### src/rtl/image_tx_pkg.sv
// Shared definitions for the frame-dump UART path: state encoding, header bytes,
// RGB444 field positions and the pixel-to-byte split.
package image_tx_pkg;

    typedef logic [2:0] state_t;

    localparam state_t ST_IDLE    = 3'd0;
    localparam state_t ST_HDR0    = 3'd1;
    localparam state_t ST_HDR1    = 3'd2;
    localparam state_t ST_READ    = 3'd3;
    localparam state_t ST_WAIT    = 3'd4;
    localparam state_t ST_SEND_HI = 3'd5;
    localparam state_t ST_SEND_LO = 3'd6;
    localparam state_t ST_DONE    = 3'd7;

    localparam logic [7:0] HDR_BYTE0 = 8'hA5;
    localparam logic [7:0] HDR_BYTE1 = 8'h5A;

    localparam int R_MSB = 11;
    localparam int R_LSB = 8;
    localparam int G_MSB = 7;
    localparam int G_LSB = 4;
    localparam int B_MSB = 3;
    localparam int B_LSB = 0;

    // Cycles before the end of a stop bit at which the serializer reports the byte
    // as finished; covers the READ/WAIT/SEND_HI hop so the next start bit is not delayed.
    localparam int READY_LEAD = 4;

    function automatic logic [7:0] pix_hi(input logic [11:0] pix);
        return {4'h0, pix[R_MSB:R_LSB]};
    endfunction

    function automatic logic [7:0] pix_lo(input logic [11:0] pix);
        return {pix[G_MSB:G_LSB], pix[B_MSB:B_LSB]};
    endfunction

endpackage

### src/rtl/image_tx_uart_tx.sv
// 8N1 serializer with a one-byte pending slot that opens only in the stop-bit tail,
// so back-to-back bytes leave no idle gap on the line.
module uart_tx
    import image_tx_pkg::*;
#(
    parameter int CLKS_PER_BIT = 434
) (
    input  logic       i_clk_sys,
    input  logic       i_rst_n,
    input  logic       i_valid,
    input  logic [7:0] i_data,
    output logic       o_ready,
    output logic       o_tx
);

    localparam int CW = $clog2(CLKS_PER_BIT + 1);
    localparam logic [CW-1:0] BIT_END    = CW'(CLKS_PER_BIT - 1);
    localparam logic [CW-1:0] TAIL_START = CW'(CLKS_PER_BIT - READY_LEAD);
    localparam logic [3:0]    STOP_BIT   = 4'd9;

    logic          active;
    logic          pend_valid;
    logic [7:0]    pend_data;
    logic [9:0]    shift_q;
    logic [CW-1:0] baud_cnt;
    logic [3:0]    bit_cnt;
    logic          bit_end;
    logic          in_stop;
    logic          accept;
    logic [7:0]    next_data;

    assign bit_end   = (baud_cnt == BIT_END);
    assign in_stop   = active && (bit_cnt == STOP_BIT);
    assign o_ready   = !active || (in_stop && (baud_cnt >= TAIL_START) && !pend_valid);
    assign accept    = i_valid && o_ready;
    assign next_data = pend_valid ? pend_data : i_data;
    // Line is driven straight from a flop; idle shifter content is all ones.
    assign o_tx      = shift_q[0];

    always_ff @(posedge i_clk_sys or negedge i_rst_n) begin
        if (!i_rst_n) begin
            active     <= 1'b0;
            pend_valid <= 1'b0;
            pend_data  <= '0;
            shift_q    <= '1;
            baud_cnt   <= '0;
            bit_cnt    <= '0;
        end else if (!active) begin
            if (accept) begin
                shift_q  <= {1'b1, i_data, 1'b0};
                active   <= 1'b1;
                baud_cnt <= '0;
                bit_cnt  <= '0;
            end
        end else begin
            if (accept) begin
                pend_valid <= 1'b1;
                pend_data  <= i_data;
            end
            if (bit_end) begin
                baud_cnt <= '0;
                if (in_stop) begin
                    bit_cnt    <= '0;
                    pend_valid <= 1'b0;
                    if (pend_valid || accept) begin
                        shift_q <= {1'b1, next_data, 1'b0};
                    end else begin
                        active <= 1'b0;
                    end
                end else begin
                    bit_cnt <= bit_cnt + 4'd1;
                    shift_q <= {1'b1, shift_q[9:1]};
                end
            end else begin
                baud_cnt <= baud_cnt + CW'(1);
            end
        end
    end

endmodule

### src/rtl/image_tx.sv
// Frame dump controller: reads RGB444 pixels from SPRAM and streams a header plus
// two bytes per pixel through the UART serializer.
module image_tx
    import image_tx_pkg::*;
#(
    parameter int CLK_FREQ = 50_000_000,
    parameter int BAUD     = 115200,
    parameter int PIX_NUM  = 19200
) (
    input  logic        i_clk_sys,
    input  logic        i_rst_n,
    input  logic        i_start,
    input  logic        i_abort,
    output logic        o_rd_en,
    output logic [14:0] o_rd_addr,
    input  logic [11:0] i_rd_data,
    output logic        o_uart_tx,
    output logic        o_busy,
    output logic        o_done,
    output logic [14:0] o_pix_cnt
);

    localparam int          CLKS_PER_BIT = CLK_FREQ / BAUD;
    localparam logic [14:0] LAST_ADDR    = 15'(PIX_NUM - 1);
    localparam logic [14:0] PIX_MAX      = 15'(PIX_NUM);

    state_t      state;
    state_t      state_nx;
    state_t      follow;
    logic        issued;
    logic        abort_req;
    logic        stop_req;
    logic        send_st;
    logic        byte_done;
    logic        tx_valid;
    logic        tx_ready;
    logic [7:0]  tx_data;
    logic [11:0] pix_q;

    assign send_st   = (state == ST_HDR0) || (state == ST_HDR1) ||
                       (state == ST_SEND_HI) || (state == ST_SEND_LO);
    assign stop_req  = abort_req || i_abort;
    assign tx_valid  = send_st && !issued && !stop_req;
    assign byte_done = send_st && issued && tx_ready;

    assign o_rd_en = (state == ST_READ);
    assign o_busy  = (state != ST_IDLE);
    assign o_done  = (state == ST_DONE);

    always_comb begin
        tx_data = '0;
        case (state)
            ST_HDR0:    tx_data = HDR_BYTE0;
            ST_HDR1:    tx_data = HDR_BYTE1;
            ST_SEND_HI: tx_data = pix_hi(pix_q);
            ST_SEND_LO: tx_data = pix_lo(pix_q);
            default:    tx_data = '0;
        endcase
    end

    always_comb begin
        follow = ST_IDLE;
        case (state)
            ST_HDR0:    follow = ST_HDR1;
            ST_HDR1:    follow = ST_READ;
            ST_SEND_HI: follow = ST_SEND_LO;
            ST_SEND_LO: follow = (o_rd_addr == LAST_ADDR) ? ST_DONE : ST_READ;
            default:    follow = ST_IDLE;
        endcase
    end

    always_comb begin
        state_nx = state;
        case (state)
            ST_IDLE: begin
                if (i_start && !i_abort) state_nx = ST_HDR0;
            end
            ST_HDR0, ST_HDR1, ST_SEND_HI, ST_SEND_LO: begin
                // An abort before the byte is handed over means nothing is in flight.
                if (!issued && stop_req) begin
                    state_nx = ST_IDLE;
                end else if (byte_done) begin
                    state_nx = stop_req ? ST_IDLE : follow;
                end
            end
            ST_READ: state_nx = stop_req ? ST_IDLE : ST_WAIT;
            ST_WAIT: state_nx = stop_req ? ST_IDLE : ST_SEND_HI;
            ST_DONE: state_nx = ST_IDLE;
            default: state_nx = ST_IDLE;
        endcase
    end

    always_ff @(posedge i_clk_sys or negedge i_rst_n) begin
        if (!i_rst_n) begin
            state     <= ST_IDLE;
            issued    <= 1'b0;
            abort_req <= 1'b0;
            pix_q     <= '0;
            o_rd_addr <= '0;
            o_pix_cnt <= '0;
        end else begin
            state <= state_nx;

            if (state_nx != state) begin
                issued <= 1'b0;
            end else if (tx_valid && tx_ready) begin
                issued <= 1'b1;
            end

            if (state == ST_IDLE) begin
                abort_req <= 1'b0;
            end else if (i_abort) begin
                abort_req <= 1'b1;
            end

            if ((state == ST_IDLE) && (state_nx == ST_HDR0)) begin
                o_rd_addr <= '0;
                o_pix_cnt <= '0;
            end

            if (state == ST_WAIT) begin
                pix_q <= i_rd_data;
            end

            if ((state == ST_SEND_LO) && byte_done) begin
                if (o_rd_addr != LAST_ADDR) o_rd_addr <= o_rd_addr + 15'd1;
                if (o_pix_cnt != PIX_MAX)   o_pix_cnt <= o_pix_cnt + 15'd1;
            end
        end
    end

    uart_tx #(
        .CLKS_PER_BIT(CLKS_PER_BIT)
    ) u_uart_tx (
        .i_clk_sys(i_clk_sys),
        .i_rst_n  (i_rst_n),
        .i_valid  (tx_valid),
        .i_data   (tx_data),
        .o_ready  (tx_ready),
        .o_tx     (o_uart_tx)
    );

endmodule

### config.mk
export PLATFORM = sky130hd
export DESIGN_NAME = image_tx
export DESIGN_NICKNAME = d
export VERILOG_FILES = /design/src/rtl/image_tx_pkg.sv /design/src/rtl/image_tx_uart_tx.sv /design/src/rtl/image_tx.sv
export SDC_FILE = /design/constraint.sdc
export NUM_CORES = 1
export LEC_CHECK = 0
export CORE_MARGIN = 3
export CORE_UTILIZATION = 55
export DETAILED_ROUTE_END_ITERATION = 8
export PLACE_DENSITY = 0.76
export REMOVE_ABC_BUFFERS = 1
export SLEW_MARGIN = 20
export SYNTH_ARGS = -nofsm -noshare
export SYNTH_HDL_FRONTEND = slang
export SYNTH_SLANG_ARGS = --single-unit
### constraint.sdc
create_clock -name i_clk_sys -period 6.3 [get_ports i_clk_sys]
set_clock_uncertainty 0.05 [all_clocks]
set_input_delay 1.575 -clock i_clk_sys [delete_from_list [all_inputs] [get_ports i_clk_sys]]
set_output_delay 1.575 -clock i_clk_sys [all_outputs]
set_load 0.02 [all_outputs]
==> metrics.md <==
| Metric | Value |
|---|---|
| Status | `completed` |
| Die width | `96.1 um` |
| Critical Path Source Type | `input port` |
| Synth Register Bits | `79` |
| Worst Path Max Fanout | `13` |
| CP Buf/Inv Count | `1` |
| Clock sinks | `79` |
| Clock latency on the worst-skew pair | `0.35 ns` |
| Minimum clock period | `3.79 ns` |
| Clock Root Buffer | `clkbuf_8` |
| Synth area leaders | `dfrtp_1 (39%), dfstp_2 (5.3%), mux2_2 (5.3%)` |
| Vias in the first global route | `3504` |
| Synth Warn # | `0` |
| NetSw | `0.371 mW` |
| Fraction of layout cells with a size suffix above 1 | `0.112` |
| Reg2reg setup slack | `3.09 ns` |
| Cell Count, Final, Fillers Out | `622` |
| Wire per inst | `16.6 um` |
| # port buffers | `49` |
| Starting Density | `0.572` |
| Peak supply drop | `0.136 mV` |
| CTS tree | `done` |
| Post_cts resized | `0` |
| RSZ-0062 raised after global routing | `no` |
| Critical Path Start | `i_abort` |
| Cell Area, Synth | `0.00447 mm^2` |
| Nets | `544` |
| Final Cycle Share | `0.602` |
| Inst Count DP | `606` |
| CTS Hold Buffers Added | `0` |
| Max Transition Viols Final | `0` |
| Total Routing Usage GR | `0.230` |
| Pwr dens | `239 mW/mm^2` |
| Seq pwr share | `0.462` |
| Critical Path RT | `6.45 ns` |
| Final Hold Fails | `0` |
| TritonCTS Buffers | `9` |
| First-pass GRT wire length | `16700 um` |
| Post-synth EDFFs | `0` |
| Worst path cell trace | `clkdlybuf4s50_1 -> nor2_1 -> o21ai_0 -> o211ai_1 -> o22ai_1 -> nor2_1 -> o21ai_0` |
| Clk pwr share | `0.338` |
| Pleak | `2.17 nW` |
| Remaining DRCs | `0` |
| Final setup fails | `0` |
| Actual slew at the worst max-slew pin | `0.990 ns` |
| CTS H-Tree Depth | `3` |
| DIE AREA | `0.00924 mm^2` |
| Vias | `3839` |
| R2r startpoint | `state[1]$_DFF_PN0_` |
| Share of the synthesized area in the top cell type | `0.392` |
| CP Depth | `7` |
| ANT cells | `0` |
| Max stage delay on crit path | `0.73 ns` |
| CP Capture Point | `o_rd_addr[1]$_DFF_PN0_` |
| Switching Share | `0.299` |
| Largest net degree at the start of global routing | `80` |
| Final Wtd Congestion | `0.886` |
| Ys async rst share | `1.00` |
| Cell Int Power | `0.872 mW` |
| Core Area | `0.00781 mm^2` |
| Initial antenna violation count | `0` |
| Area leader, netlist | `dfrtp_1` |
| Max_slew headroom | `0.340` |
| Top FF cell, synth | `dfrtp_1` |
| Longest Clk Path Bufs | `2` |
| R2r endpoint | `o_rd_addr[7]$_DFF_PN0_` |
| Setup CP Type | `input port to flop` |
| Via density per instance | `6.17` |
| Logic pwr share | `0.200` |
| Chip height | `96.1 um` |
| Setup tns final | `0 ns` |
| Reg2reg path depth | `8` |
| CP delay by family, top | `simple AND/OR/NAND/NOR gates` |
| Overflow after GRT | `0` |
| I/O pin total | `50` |
| Min-delay worst type | `flop to flop` |
| Clock-pin slew on the worst setup and hold paths | `0.08 ns` |
| Post-CTS setup buffer count | `0` |
| Post-Synthesis Mean Instance Area | `9.36 um^2` |
| Detailed Routing Iterations Pass 1 | `4` |
| Layout fillers | `622` |
| Worst EP arrival | `3.94 ns` |
| CP Capture Type | `flop` |
| Max-cap check violation count | `0` |
| Unique cell type count in the Yosys netlist | `60` |
| Post-Route WL | `10300 um` |
| Synth Instances | `477` |
| Detailed placement HPWL | `7080 um` |
| Post-synthesis sequential area ratio | `0.445` |
| Crit path max-delay cell type | `nor2_1` |
| Initial DRC Count | `281` |
| Row Count | `32` |
| Fmax | `0.264 GHz` |
| P&R area growth vs syn | `16.6%` |
| Routed Antenna Nets | `0` |
metrics by stage:
stage,power [mW],area (um^2),hold WS [ns],utilization,setup slack [ns]
3_5_place_dp,0.831,4980,0.422,0.638,2.20
5_1_grt,1.31,5210,0.472,0.667,2.34
3_3_place_gp,0.826,4980,0.413,0.638,2.33
2_1_floorplan,0.739,4370,0.401,-,3.09
6_report,1.24,5210,0.437,0.667,2.51
4_1_cts,1.25,5210,0.441,0.667,2.54
state kept, by name (all words and copies together), names as in the netlist:
name	count
o_pix_cnt	15
o_rd_addr	15
pix_q	12
u_uart_tx.baud_cnt	9
u_uart_tx.shift_q	9
u_uart_tx.pend_data	8
u_uart_tx.bit_cnt	4
state	3
abort_req	1
issued	1
u_uart_tx.active	1
u_uart_tx.pend_valid	1
cells by family after synthesis:
group,Yosys count,synth area share
compound gates,134,0.210
fa+ha+maj,13,0.0364
xor+xnor,5,0.00980
buf+inv,35,0.0328
simple gates,189,0.211
flops,79,0.445
mux,22,0.0552
cell type report:
cell class	count	area [um^2]	area share
Clock buffer	11	141	0.0272
Clock inverter	5	81.3	0.0156
Inverter	13	48.8	0.00937
Multi-Input combinational cell	363	2330	0.448
Sequential cell	79	1990	0.382
Tap cell	102	128	0.0245
Timing Repair Buffer	49	488	0.0937
routing by layer:
layer / track usage / routed length (um) / up-vias
li1: - / - / 1839
met1: 0.309 / 4700 / 1908
met2: 0.376 / 5070 / 80
met3: 0.0493 / 423 / 12
met4: 0.0640 / 133 / 0
met5: 0 / 0 / -
layout by cell type (no fill, tap or decap), types with 2 or more instances in the layout:
cell / instances
nor2b_1: 8
o31ai_1: 8
nor3_1: 15
nor4_1: 3
o21ai_0: 47
mux2_2: 21
inv_1: 12
o211ai_1: 9
a31o_2: 3
nor2_1: 18
ha_1: 13
a31oi_1: 2
clkbuf_8: 10
and3_1: 15
dfrtp_1: 70
bufinv_16: 2
o2bb2ai_1: 2
clkdlybuf4s50_1: 48
o22ai_1: 11
a311o_1: 9
a22oi_1: 7
or2_2: 2
a21oi_1: 13
nand2_1: 63
nand4_1: 7
o41ai_1: 3
or3_1: 8
and2_1: 12
nand3_1: 30
a21bo_2: 2
dfstp_2: 9
o211a_1: 2
xor2_1: 4
cells in the mapped netlist (2+ instances only):
master and instances:
a21bo_2 2, a21oi_1 13, a22oi_1 7, a311o_1 9, a31o_2 3, a31oi_1 2, and2_1 12, and3_1 15
buf_1 3, buf_6 2, clkbuf_1 17, dfrtp_1 70, dfstp_2 9, ha_1 13, inv_1 12, mux2_2 21
nand2_1 63, nand3_1 30, nand4_1 7, nor2_1 18, nor2b_1 8, nor3_1 15, nor4_1 3, o211a_1 2
o211ai_1 9, o21ai_0 47, o22ai_1 11, o2bb2ai_1 2, o31ai_1 8, o41ai_1 3, or2_2 2, or3_1 8
xor2_1 4
tightest hold or removal path, delay by kind of cell, from the launching register on:
| kind | cells | cell delay [ns] |
|---|---|---|
| simple gates | 1 | 0.04 |
| flops | 1 | 0.35 |
| compound gates | 1 | 0.06 |
worst min path at each step:
| stage | start | endpoint | slack, ns | depth (start not counted) |
|---|---|---|---|---|
| CTS | u_uart_tx.pend_data[0]$_DFFE_PN0P_ | u_uart_tx.pend_data[0]$_DFFE_PN0P_ | 0.44 | 2 |
| finish | u_uart_tx.pend_data[0]$_DFFE_PN0P_ | u_uart_tx.pend_data[0]$_DFFE_PN0P_ | 0.44 | 2 |
| floorplan | u_uart_tx.pend_data[0]$_DFFE_PN0P_ | u_uart_tx.pend_data[0]$_DFFE_PN0P_ | 0.40 | 2 |
| global placement | u_uart_tx.pend_data[5]$_DFFE_PN0P_ | u_uart_tx.pend_data[5]$_DFFE_PN0P_ | 0.41 | 2 |
| global route | u_uart_tx.pend_data[6]$_DFFE_PN0P_ | u_uart_tx.pend_data[6]$_DFFE_PN0P_ | 0.47 | 2 |
| detailed placement | u_uart_tx.pend_data[0]$_DFFE_PN0P_ | u_uart_tx.pend_data[0]$_DFFE_PN0P_ | 0.42 | 2 |
power groups by stage:
stage          logic, mW  registers, mW  clock network, mW
2_1_floorplan      0.160          0.579                  0
3_3_place_gp       0.243          0.583                  0
3_5_place_dp       0.246          0.585                  0
4_1_cts            0.246          0.575              0.427
5_1_grt            0.274          0.581              0.455
6_report           0.249          0.575              0.420
Note: power is estimated with default switching activity, not from simulation.
